$ cat src/rtl/sort_seq_ctrl.sv
// sort_seq_ctrl: loads up to DEPTH unsigned values, bubble-sorts them in place
// with one compare-swap per cycle, then streams them out with a valid/ready
// handshake.
// Optional feature macro: SORT_DESC_EN adds a 'desc' input. It is sampled on
// the accepted start and selects descending order for that sort.
module sort_seq_ctrl #(
   parameter int DATA_W = 8,
   parameter int DEPTH  = 16
) (
   input  logic                       clk,
   input  logic                       rst_n,
`ifdef SORT_DESC_EN
   input  logic                       desc,
`endif
   input  logic                       in_valid,
   input  logic [DATA_W-1:0]          in_data,
   output logic                       in_ready,
   input  logic                       start,
   output logic                       out_valid,
   output logic [DATA_W-1:0]          out_data,
   output logic                       out_last,
   input  logic                       out_ready,
   output logic [$clog2(DEPTH+1)-1:0] count,
   output logic                       busy,
   output logic                       done
);

   localparam int CW = $clog2(DEPTH+1);
   localparam int IW = $clog2(DEPTH);

   typedef enum logic [1:0] {LOAD, SORT, DRAIN} stateT;

   stateT             stateQ, stateD;
   logic [CW-1:0]     countQ, countD;
   logic [IW-1:0]     rdQ, rdD;
   logic [IW-1:0]     jQ, jD;
   logic              swapFlagQ, swapFlagD;
   logic              doneQ, doneD;
   logic [DATA_W-1:0] bufQ [DEPTH];

   logic              loadWe;
   logic              swapWe;
   logic              needSwap;
   logic              lastCompare;
   logic              lastOut;
   logic              descMode;
   logic [DATA_W-1:0] elemA;
   logic [DATA_W-1:0] elemB;

`ifdef SORT_DESC_EN
   logic              descQ, descD;
   assign descMode = descQ;
`else
   assign descMode = 1'b0;
`endif

   // The pair under comparison and whether it is out of order for the chosen direction
   assign elemA       = bufQ[jQ];
   assign elemB       = bufQ[jQ + IW'(1)];
   assign needSwap    = descMode ? (elemA < elemB) : (elemA > elemB);
   assign lastCompare = (CW'(jQ) == (countQ - CW'(2)));
   assign lastOut     = (CW'(rdQ) == (countQ - CW'(1)));

   // Next-state logic: loading, the compare-swap walk, and draining
   always_comb begin
      stateD    = stateQ;
      countD    = countQ;
      rdD       = rdQ;
      jD        = jQ;
      swapFlagD = swapFlagQ;
      doneD     = 1'b0;
      loadWe    = 1'b0;
      swapWe    = 1'b0;
`ifdef SORT_DESC_EN
      descD     = descQ;
`endif
      case (stateQ)
         LOAD: begin
            loadWe = in_valid && (countQ < CW'(DEPTH));
            if (loadWe) begin
               countD = countQ + CW'(1);
            end
            // countD already includes an element written in this same cycle
            if (start && (countD != '0)) begin
               stateD    = SORT;
               jD        = '0;
               swapFlagD = 1'b0;
`ifdef SORT_DESC_EN
               descD     = desc;
`endif
            end
         end
         SORT: begin
            if (countQ == CW'(1)) begin
               stateD = DRAIN;
               rdD    = '0;
            end else begin
               swapWe = needSwap;
               if (lastCompare) begin
                  jD        = '0;
                  swapFlagD = 1'b0;
                  if (!(swapFlagQ || needSwap)) begin
                     stateD = DRAIN;
                     rdD    = '0;
                  end
               end else begin
                  jD        = jQ + IW'(1);
                  swapFlagD = swapFlagQ || needSwap;
               end
            end
         end
         DRAIN: begin
            if (out_ready) begin
               if (lastOut) begin
                  doneD  = 1'b1;
                  countD = '0;
                  rdD    = '0;
                  stateD = LOAD;
               end else begin
                  rdD = rdQ + IW'(1);
               end
            end
         end
         default: begin
            stateD = LOAD;
         end
      endcase
   end

   // Control registers, cleared asynchronously so a reset abandons any sort or drain
   always_ff @(posedge clk or negedge rst_n) begin
      if (!rst_n) begin
         stateQ    <= LOAD;
         countQ    <= '0;
         rdQ       <= '0;
         jQ        <= '0;
         swapFlagQ <= 1'b0;
         doneQ     <= 1'b0;
`ifdef SORT_DESC_EN
         descQ     <= 1'b0;
`endif
      end else begin
         stateQ    <= stateD;
         countQ    <= countD;
         rdQ       <= rdD;
         jQ        <= jD;
         swapFlagQ <= swapFlagD;
         doneQ     <= doneD;
`ifdef SORT_DESC_EN
         descQ     <= descD;
`endif
      end
   end

   // Element storage has no reset; only the first count entries are ever meaningful
   always_ff @(posedge clk) begin
      if (loadWe) begin
         bufQ[countQ[IW-1:0]] <= in_data;
      end else if (swapWe) begin
         bufQ[jQ]           <= elemB;
         bufQ[jQ + IW'(1)]  <= elemA;
      end
   end

   // Outputs are decoded from the current state so they are correct straight out of reset
   always_comb begin
      in_ready  = (stateQ == LOAD) && (countQ < CW'(DEPTH));
      out_valid = (stateQ == DRAIN);
      out_data  = (stateQ == DRAIN) ? bufQ[rdQ] : '0;
      out_last  = (stateQ == DRAIN) && lastOut;
      busy      = (stateQ == SORT) || (stateQ == DRAIN);
      done      = doneQ;
      count     = countQ;
   end

endmodule

$ cat config.mk
export PLATFORM = sky130hd
export DESIGN_NAME = sort_seq_ctrl
export DESIGN_NICKNAME = d
export VERILOG_FILES = /design/src/rtl/sort_seq_ctrl.sv
export SDC_FILE = /design/constraint.sdc
export NUM_CORES = 1
export LEC_CHECK = 0
export BUFFER_PORTS_ARGS = -buffer_cell sky130_fd_sc_hd__clkbuf_2
export CAP_MARGIN = 20
export CORE_MARGIN = 2
export CORE_UTILIZATION = 45
export CTS_CLUSTER_SIZE = 20
export DETAILED_ROUTE_END_ITERATION = 7
export PLACE_DENSITY_LB_ADDON = 0.2
export SLEW_MARGIN = 25
export SYNTH_ARGS = -nofsm -noshare
export SYNTH_HDL_FRONTEND = slang
export SYNTH_SLANG_ARGS = --single-unit
$ cat constraint.sdc
create_clock -name clk -period 14.4 [get_ports clk]
set_clock_uncertainty 0.15 [all_clocks]
set_input_delay 0.72 -clock clk [delete_from_list [all_inputs] [get_ports clk]]
set_output_delay 0.72 -clock clk [all_outputs]
set_load 0.01 [all_outputs]
==> results of run 1 <==
[registers in the layout, indices dropped and copies added, names as in the netlist]
signal / cells
stateQ: 2
count: 5
done: 1
rdQ: 4
swapFlagQ: 1
jQ: 4
bufQ: 128
[per-layer routing]
metal	vias up	global-route usage, %	part of all wire [%]
li1	2917	-	-
met4	0	14.7	5.6
met2	559	45.9	46
met5	-	0	0
met1	3760	38.7	37
met3	118	9.25	12
[worst max path at each step]
stage	start	end	cells past startpoint
2_1_floorplan	jQ[0]	bufQ[13][0]	18
3_3_place_gp	jQ[1]	bufQ[8][6]	14
3_5_place_dp	jQ[1]	bufQ[8][7]	14
4_1_cts	jQ[1]	bufQ[8][6]	14
5_1_grt	jQ[1]	bufQ[8][6]	14
6_report	jQ[1]	bufQ[8][6]	14
[final cells by class]
class,count,share of cell area (%)
clock inverter,14,1.35
tap,285,3.16
clock buffer,18,3.80
inverter,26,0.865
sequential,145,37.9
timing repair buffer,57,3.13
multi-input combinational,478,49.8
[cell usage after synthesis (all sizes together) (4+ instances only)]
| master | n | area share (%) |
|---|---|---|
| nand2b | 4 | 0.24 |
| o21ai | 25 | 1.2 |
| dfrtp | 17 | 4.1 |
| inv | 26 | 0.95 |
| clkbuf | 29 | 1.1 |
| xnor2 | 11 | 1.0 |
| and2 | 11 | 0.67 |
| xor2 | 5 | 0.43 |
| mux2 | 13 | 1.4 |
| nand4 | 18 | 1.1 |
| edfxtp | 128 | 37 |
| mux4 | 112 | 25 |
| nand3 | 8 | 0.44 |
| nand2 | 30 | 1.1 |
| a21oi | 15 | 0.73 |
| mux2i | 140 | 14 |
| ha | 23 | 2.8 |
| nor2 | 18 | 0.66 |
| buf | 45 | 2.3 |
| nand3b | 4 | 0.29 |
[per-stage QoR]
step                total power [W]  instance area [um^2]  hold slack, ns  std cells
finish                      0.00291                 11300          0.0751       1023
global route                0.00304                 11300           0.119       1023
CTS                         0.00288                 11300          0.0892       1023
detailed placement          0.00242                 10700           0.386        991
global placement            0.00239                 10700           0.372        991
floorplan                   0.00186                 10300           0.274        723
[power by group through the flow]
| stage | Combinational, W | Sequential (W) | Clock, W |
|---|---|---|---|
| finish | 0.00177 | 0.000682 | 0.000456 |
| global route | 0.00187 | 0.000689 | 0.000473 |
| CTS | 0.00174 | 0.000680 | 0.000457 |
| detailed placement | 0.00173 | 0.000688 | 0 |
| global placement | 0.00171 | 0.000684 | 0 |
| floorplan | 0.00123 | 0.000632 | 0 |
[logic make-up after synthesis]
group	Yosys count	synth area share [%]
AOI/OAI and AO/OA	70	4.53
xor gates and xnor gates	16	1.44
adders and majority gates	23	2.80
buffers and inverters	100	4.32
DFF	145	41.6
muxes	265	39.9
and+or+nand+nor	104	5.44
[critical path, stage by stage (launching register included)]
cell	delay, ns
dfrtp_1	0.32
buf_4	0.41
inv_1	0.37
ha_4	0.81
mux4_2	0.59
mux4_2	0.53
inv_1	0.09
ha_1	0.22
and4_1	0.23
nand4_1	0.11
o31ai_1	0.15
nor4_4	0.82
buf_4	0.42
nand4_1	0.66
o21ai_1	0.92
==> out/results.ini, run 1 <==
[sta]
post-route-period-util_pct = 50.4
grt_setup_unrepaired = false
min_period_ns = 7.25
worst_pin_slew_ns = 1.07
tns_ns = 0
hold_violations = 0
drv_slew = 0
finalWorstSetupSlack_ns = 7.15
slew_headroom_pct = 28.2
setup_viol = 0
fmax_mhz = 138

[worst_setup_path]
worstSetupEndpointType = flip-flop
crit_required_ns = 14.30
worstSetupPathType = reg2reg
reg2reg_depth = 14
crit_fanout = 33
r2r-end = bufQ[8][6]
crit_path_start_kind = flip-flop
r2r_start = jQ[1]
worstPathArrival_ns = 7.16
regToRegSetupSlack_ns = 7.15

[placement]
portBuffers = 30
place_ws_ns = 7.32
place_congestion = 1.07
dp_hpwl_um = 24200

[cts]
clock_path_buffers = 2
cts_buffers = 17
clock_latency_ns = 0.44
cts_tree = built
post_cts_buffers = 0
cts_resized = 0
htree_levels = 4
root_buffer = clkbuf_16
clock_sinks = 145
cts_hold_buf = 0
path_clk_slew_ns = 0.06

[synthesis]
synth_area_per_cell_um2 = 14.2
yosys_warnings = 0
synth_ff_type = edfxtp_1
ys_seq_area_share_pct = 41.6
yosysUniqueCellTypes = 55
async_flop_share_pct = 11.7
synth-seq-cells = 145
syn_inst = 723
synth-edff-count = 128
synth_nets = 759
synth_area_mm2 = 0.0103

[route]
firstDrtPassIters = 5
viasPerCell = 7.19
drtAntennaViolNets = 0
wl_um = 34500
drt-initial-drc-count = 1206
drc_errors = 0
wl_per_cell_um = 33.7
vias = 7354

[flow_run]
max_cap_violations = 0

[final_layout]
synthToLayoutAreaGrowth_pct = 9.80
ff_latch_area_mm2 = 0.00427
final_common_cell = mux2i_1
n_antenna_cell = 0
multi_input_comb_area_mm2 = 0.00562
nets = 761
most-common-layout-cells = 132 x mux2i_1, 128 x edfxtp_1, 112 x mux4_2, 30 x nand2_1, 30 x clkbuf_2
drive_gt1_share_pct = 32.5
n_fill_cell = 1864
postLayoutCoreUtil_pct = 50.1

[power]
clkPwrFrac_pct = 15.7
power_density_mw_per_mm2 = 258
max-vdd-ir-drop_uv = 140
netSwitchingPower_w = 0.00132
comb_power_share_pct = 60.9
p_sw_share_pct = 45.6
internal_power_w = 0.00158
pwr-share-seq_pct = 23.4
p_leak_nw = 4.63

[global_routing]
grt_pass1_wl_um = 51200
first_global_vias = 7362
overflow = 0
grt_max_degree = 49
grt_use_total_pct = 29.9
antenna_found_initial = 0

[die]
die_area_mm2 = 0.0241
die_height_um = 155
rows = 55
die_w_um = 155
start_util_pct = 45.7
ios = 31
core_mm2 = 0.0225

[min_path]
hp-class = in2async

[run_status]
status = completed

Power figures use the tool's default switching activity.
==> run 2, diff against run 1 <==
Settings changed: ABC_AREA set to 1.
Clock period 14.4 ns to 6.7 ns, I/O delays scaled along.
==> out/results.ini, run 2 <==
[route]
drtAntennaViolNets = 0  ; unchanged
wl_um = 45900  ; was 34500 um
wl_met2_um = 19900  ; was 15800 um
drt-initial-drc-count = 1945  ; was 1206
drc_errors = 0  ; unchanged
wl_met3_um = 6240  ; was 4140 um
drt-met1-wl_um = 17800  ; was 12600 um
vias = 11691  ; was 7354
top_layer_used = met5  ; was met4
viasPerCell = 6.30  ; was 7.19
firstDrtPassIters = 6  ; was 5
wl_per_cell_um = 24.7  ; was 33.7 um

[die]
rows = 58  ; was 55
die_w_um = 164  ; was 155 um
core_mm2 = 0.0251  ; was 0.0225 mm^2
ios = 31  ; unchanged
start_util_pct = 45.6  ; was 45.7%
die_area_mm2 = 0.0268  ; was 0.0241 mm^2
die_height_um = 164  ; was 155 um

[final_layout]
final_common_cell = nand2_1  ; was mux2i_1
synthToLayoutAreaGrowth_pct = 5.50  ; was 9.80%
n_antenna_cell = 0  ; unchanged
largest_reg_flops = 128  ; unchanged
largest-register = bufQ  ; unchanged
nets = 1549  ; was 761
drive_gt1_share_pct = 9.83  ; was 32.5%
most-common-layout-cells = 367 x nand2_1, 230 x nand3_1, 190 x o21ai_0, 177 x a21oi_1, 128 x edfxtp_1  ; was 132 x mux2i_1, 128 x edfxtp_1, 112 x mux4_2, 30 x nand2_1, 30 x clkbuf_2
n_fill_cell = 2516  ; was 1864

[worst_setup_path]
reg2reg_depth = 15  ; was 14
crit_fanout = 65  ; was 33
worstPathArrival_ns = 5.61  ; was 7.16 ns
crit_path_start_kind = flip-flop  ; unchanged
crit_required_ns = 6.62  ; was 14.30 ns
worstSetupPathType = reg2reg  ; unchanged
worstSetupEndpointType = flip-flop  ; unchanged

[cts]
root_buffer = clkbuf_16  ; unchanged
path_clk_slew_ns = 0.08  ; was 0.06 ns
cts_buffers = 17  ; unchanged
cts_hold_buf = 1  ; was 0
post_cts_buffers = 0  ; unchanged
clock_sinks = 145  ; unchanged
htree_levels = 4  ; unchanged
cts_tree = built  ; unchanged
clock_path_buffers = 2  ; unchanged
clock_latency_ns = 0.44  ; about the same
cts_resized = 0  ; unchanged

[sta]
drv_slew = 0  ; unchanged
worst_pin_slew_ns = 1.03  ; was 1.07 ns
hold_violations = 0  ; unchanged
slew_headroom_pct = 31.1  ; was 28.2%
min_period_ns = 5.69  ; was 7.25 ns
fmax_mhz = 176  ; was 138 MHz
setup_viol = 0  ; unchanged
post-route-period-util_pct = 85.0  ; was 50.4%
tns_ns = 0  ; unchanged
whs_ns = 0.0340  ; was 0.0751 ns
grt_setup_unrepaired = false  ; unchanged

[synthesis]
syn_inst = 1567  ; was 723
synthTopCellsByCount = 367 x nand2_1, 230 x nand3_1, 190 x o21ai_0  ; was 132 x mux2i_1, 128 x edfxtp_1, 112 x mux4_2
synth_area_per_cell_um2 = 7.31  ; was 14.2 um^2
netlist.top_cell.by_area = edfxtp_1  ; unchanged
synth_top_area_share_pct = 33.5  ; was 37.4%
async_flop_share_pct = 11.7  ; unchanged
synth.area.top_cells = edfxtp_1 34%, nand2_1 12%, nand3_1 10%  ; was edfxtp_1 37%, mux4_2 25%, mux2i_1 13%
synth_nets = 1603  ; was 759
synth_most_common_cell = nand2_1  ; was mux2i_1
yosys_warnings = 0  ; unchanged
synth_area_mm2 = 0.0115  ; was 0.0103 mm^2
synth-edff-count = 128  ; unchanged
yosysUniqueCellTypes = 46  ; was 55
ys_seq_area_share_pct = 37.3  ; was 41.6%
synth_ff_type = edfxtp_1  ; unchanged
synth-seq-cells = 145  ; unchanged

[global_routing]
antenna_found_initial = 2  ; was 0
overflow = 0  ; unchanged
grt_use_total_pct = 34.5  ; was 29.9%
grt_pass1_wl_um = 67300  ; was 51200 um
first_global_vias = 10455  ; was 7362
grt_max_degree = 66  ; was 49

[placement]
place_congestion = 1.06  ; was 1.07
dp_hpwl_um = 31200  ; was 24200 um
portBuffers = 30  ; unchanged

[min_path]
min_delay_path_depth = 3
hp-class = in2reg  ; was in2async

[power]
max-vdd-ir-drop_uv = 295  ; was 140 uV
power_density_mw_per_mm2 = 545  ; was 258 mW/mm^2
p_leak_nw = 5.07  ; was 4.63 nW
total_power_w = 0.00659  ; was 0.00291 W

[flow_run]
max_cap_violations = 0  ; unchanged

[run_status]
status = completed  ; unchanged

==> run 2: cell count changes after synthesis, sizes merged, moves of 13 or more <==
| cell | before | now |
|---|---|---|
| a21oi | 15 | 178 |
| buf | 45 | 76 |
| clkbuf | 29 | 49 |
| inv | 26 | 104 |
| mux2 | 13 | 0 |
| mux2i | 140 | 0 |
| mux4 | 112 | 0 |
| nand2 | 30 | 382 |
| nand3 | 8 | 231 |
| nor2 | 18 | 48 |
| o211ai | 0 | 30 |
| o21ai | 25 | 215 |
==> run 2: worst paths after layout <==
check                           from          end  slack (ns)
max                            jQ[0]  bufQ[11][6]        1.01
min                        out_ready         done        0.03
max reg2reg                    jQ[0]  bufQ[11][6]        1.01
min reg2reg                swapFlagQ    swapFlagQ        0.33
max in group asynchronous      rst_n       rdQ[0]        5.86
min in group asynchronous      rst_n       rdQ[2]        0.21
==> run 2: critical path, stage by stage, from the launching register on <==
cell,delay (ns)
dfrtp_4,0.73
inv_4,0.31
buf_4,0.55
nor2_1,0.07
o21ai_0,0.25
o21ai_0,0.28
o21ai_2,0.23
buf_4,0.32
ha_1,0.31
nand2_1,0.09
nor2_1,0.07
nand4_1,0.15
nand4_4,0.21
o21ai_0,0.60
nand2_1,0.24
o21bai_1,0.70
==> run 2: through the flow <==
| stage | std cells | utilization [%] | cell area (um^2) | setup slack [ns] |
|---|---|---|---|---|
| 6_report | 1856 | 48.1 | 12100 | 1.01 |
| 5_1_grt | 1856 | 48.1 | 12100 | 0.687 |
| 4_1_cts | 1856 | 48.1 | 12100 | 1.20 |
| 3_5_place_dp | 1823 | 45.8 | 11500 | 1.22 |
| 3_3_place_gp | 1823 | 45.8 | 11500 | 1.27 |
| 2_1_floorplan | 1567 | - | 11500 | 2.19 |
==> run 2: cell type report <==
type | count | area (um^2) | area share [%]
Sequential cell | 145 | 4280 | 35.4
Tap cell | 330 | 413 | 3.42
Timing Repair Buffer | 52 | 318 | 2.63
Clock buffer | 17 | 425 | 3.52
Multi-Input combinational cell | 1185 | 6060 | 50.1
Clock inverter | 15 | 161 | 1.34
Inverter | 112 | 437 | 3.61
==> run 2: routing by layer <==
layer	GRT usage [%]	vias to the layer above
li1	-	5317
met1	46.7	5432
met2	52.2	819
met3	9.47	121
met4	13.7	2
met5	0	-
==> run 2: power breakdown <==
part	total [W]	switching [W]	internal, W	leakage [nW]
registers	0.00156	0.000231	0.00133	1.38
clock network	0.000981	0.000480	0.000501	0.288
logic	0.00404	0.00292	0.00112	3.41
total	0.00659	0.00363	0.00295	5.07
==> run 2: cell families after synthesis <==
logic type      Yosys count  synth area share, %
fa+ha+maj                23                 2.51
flops                   145                 37.3
simple gates            707                 28.5
xor+xnor                 14                 1.30
compound gates          441                 20.6
buf+inv                 237                 9.87
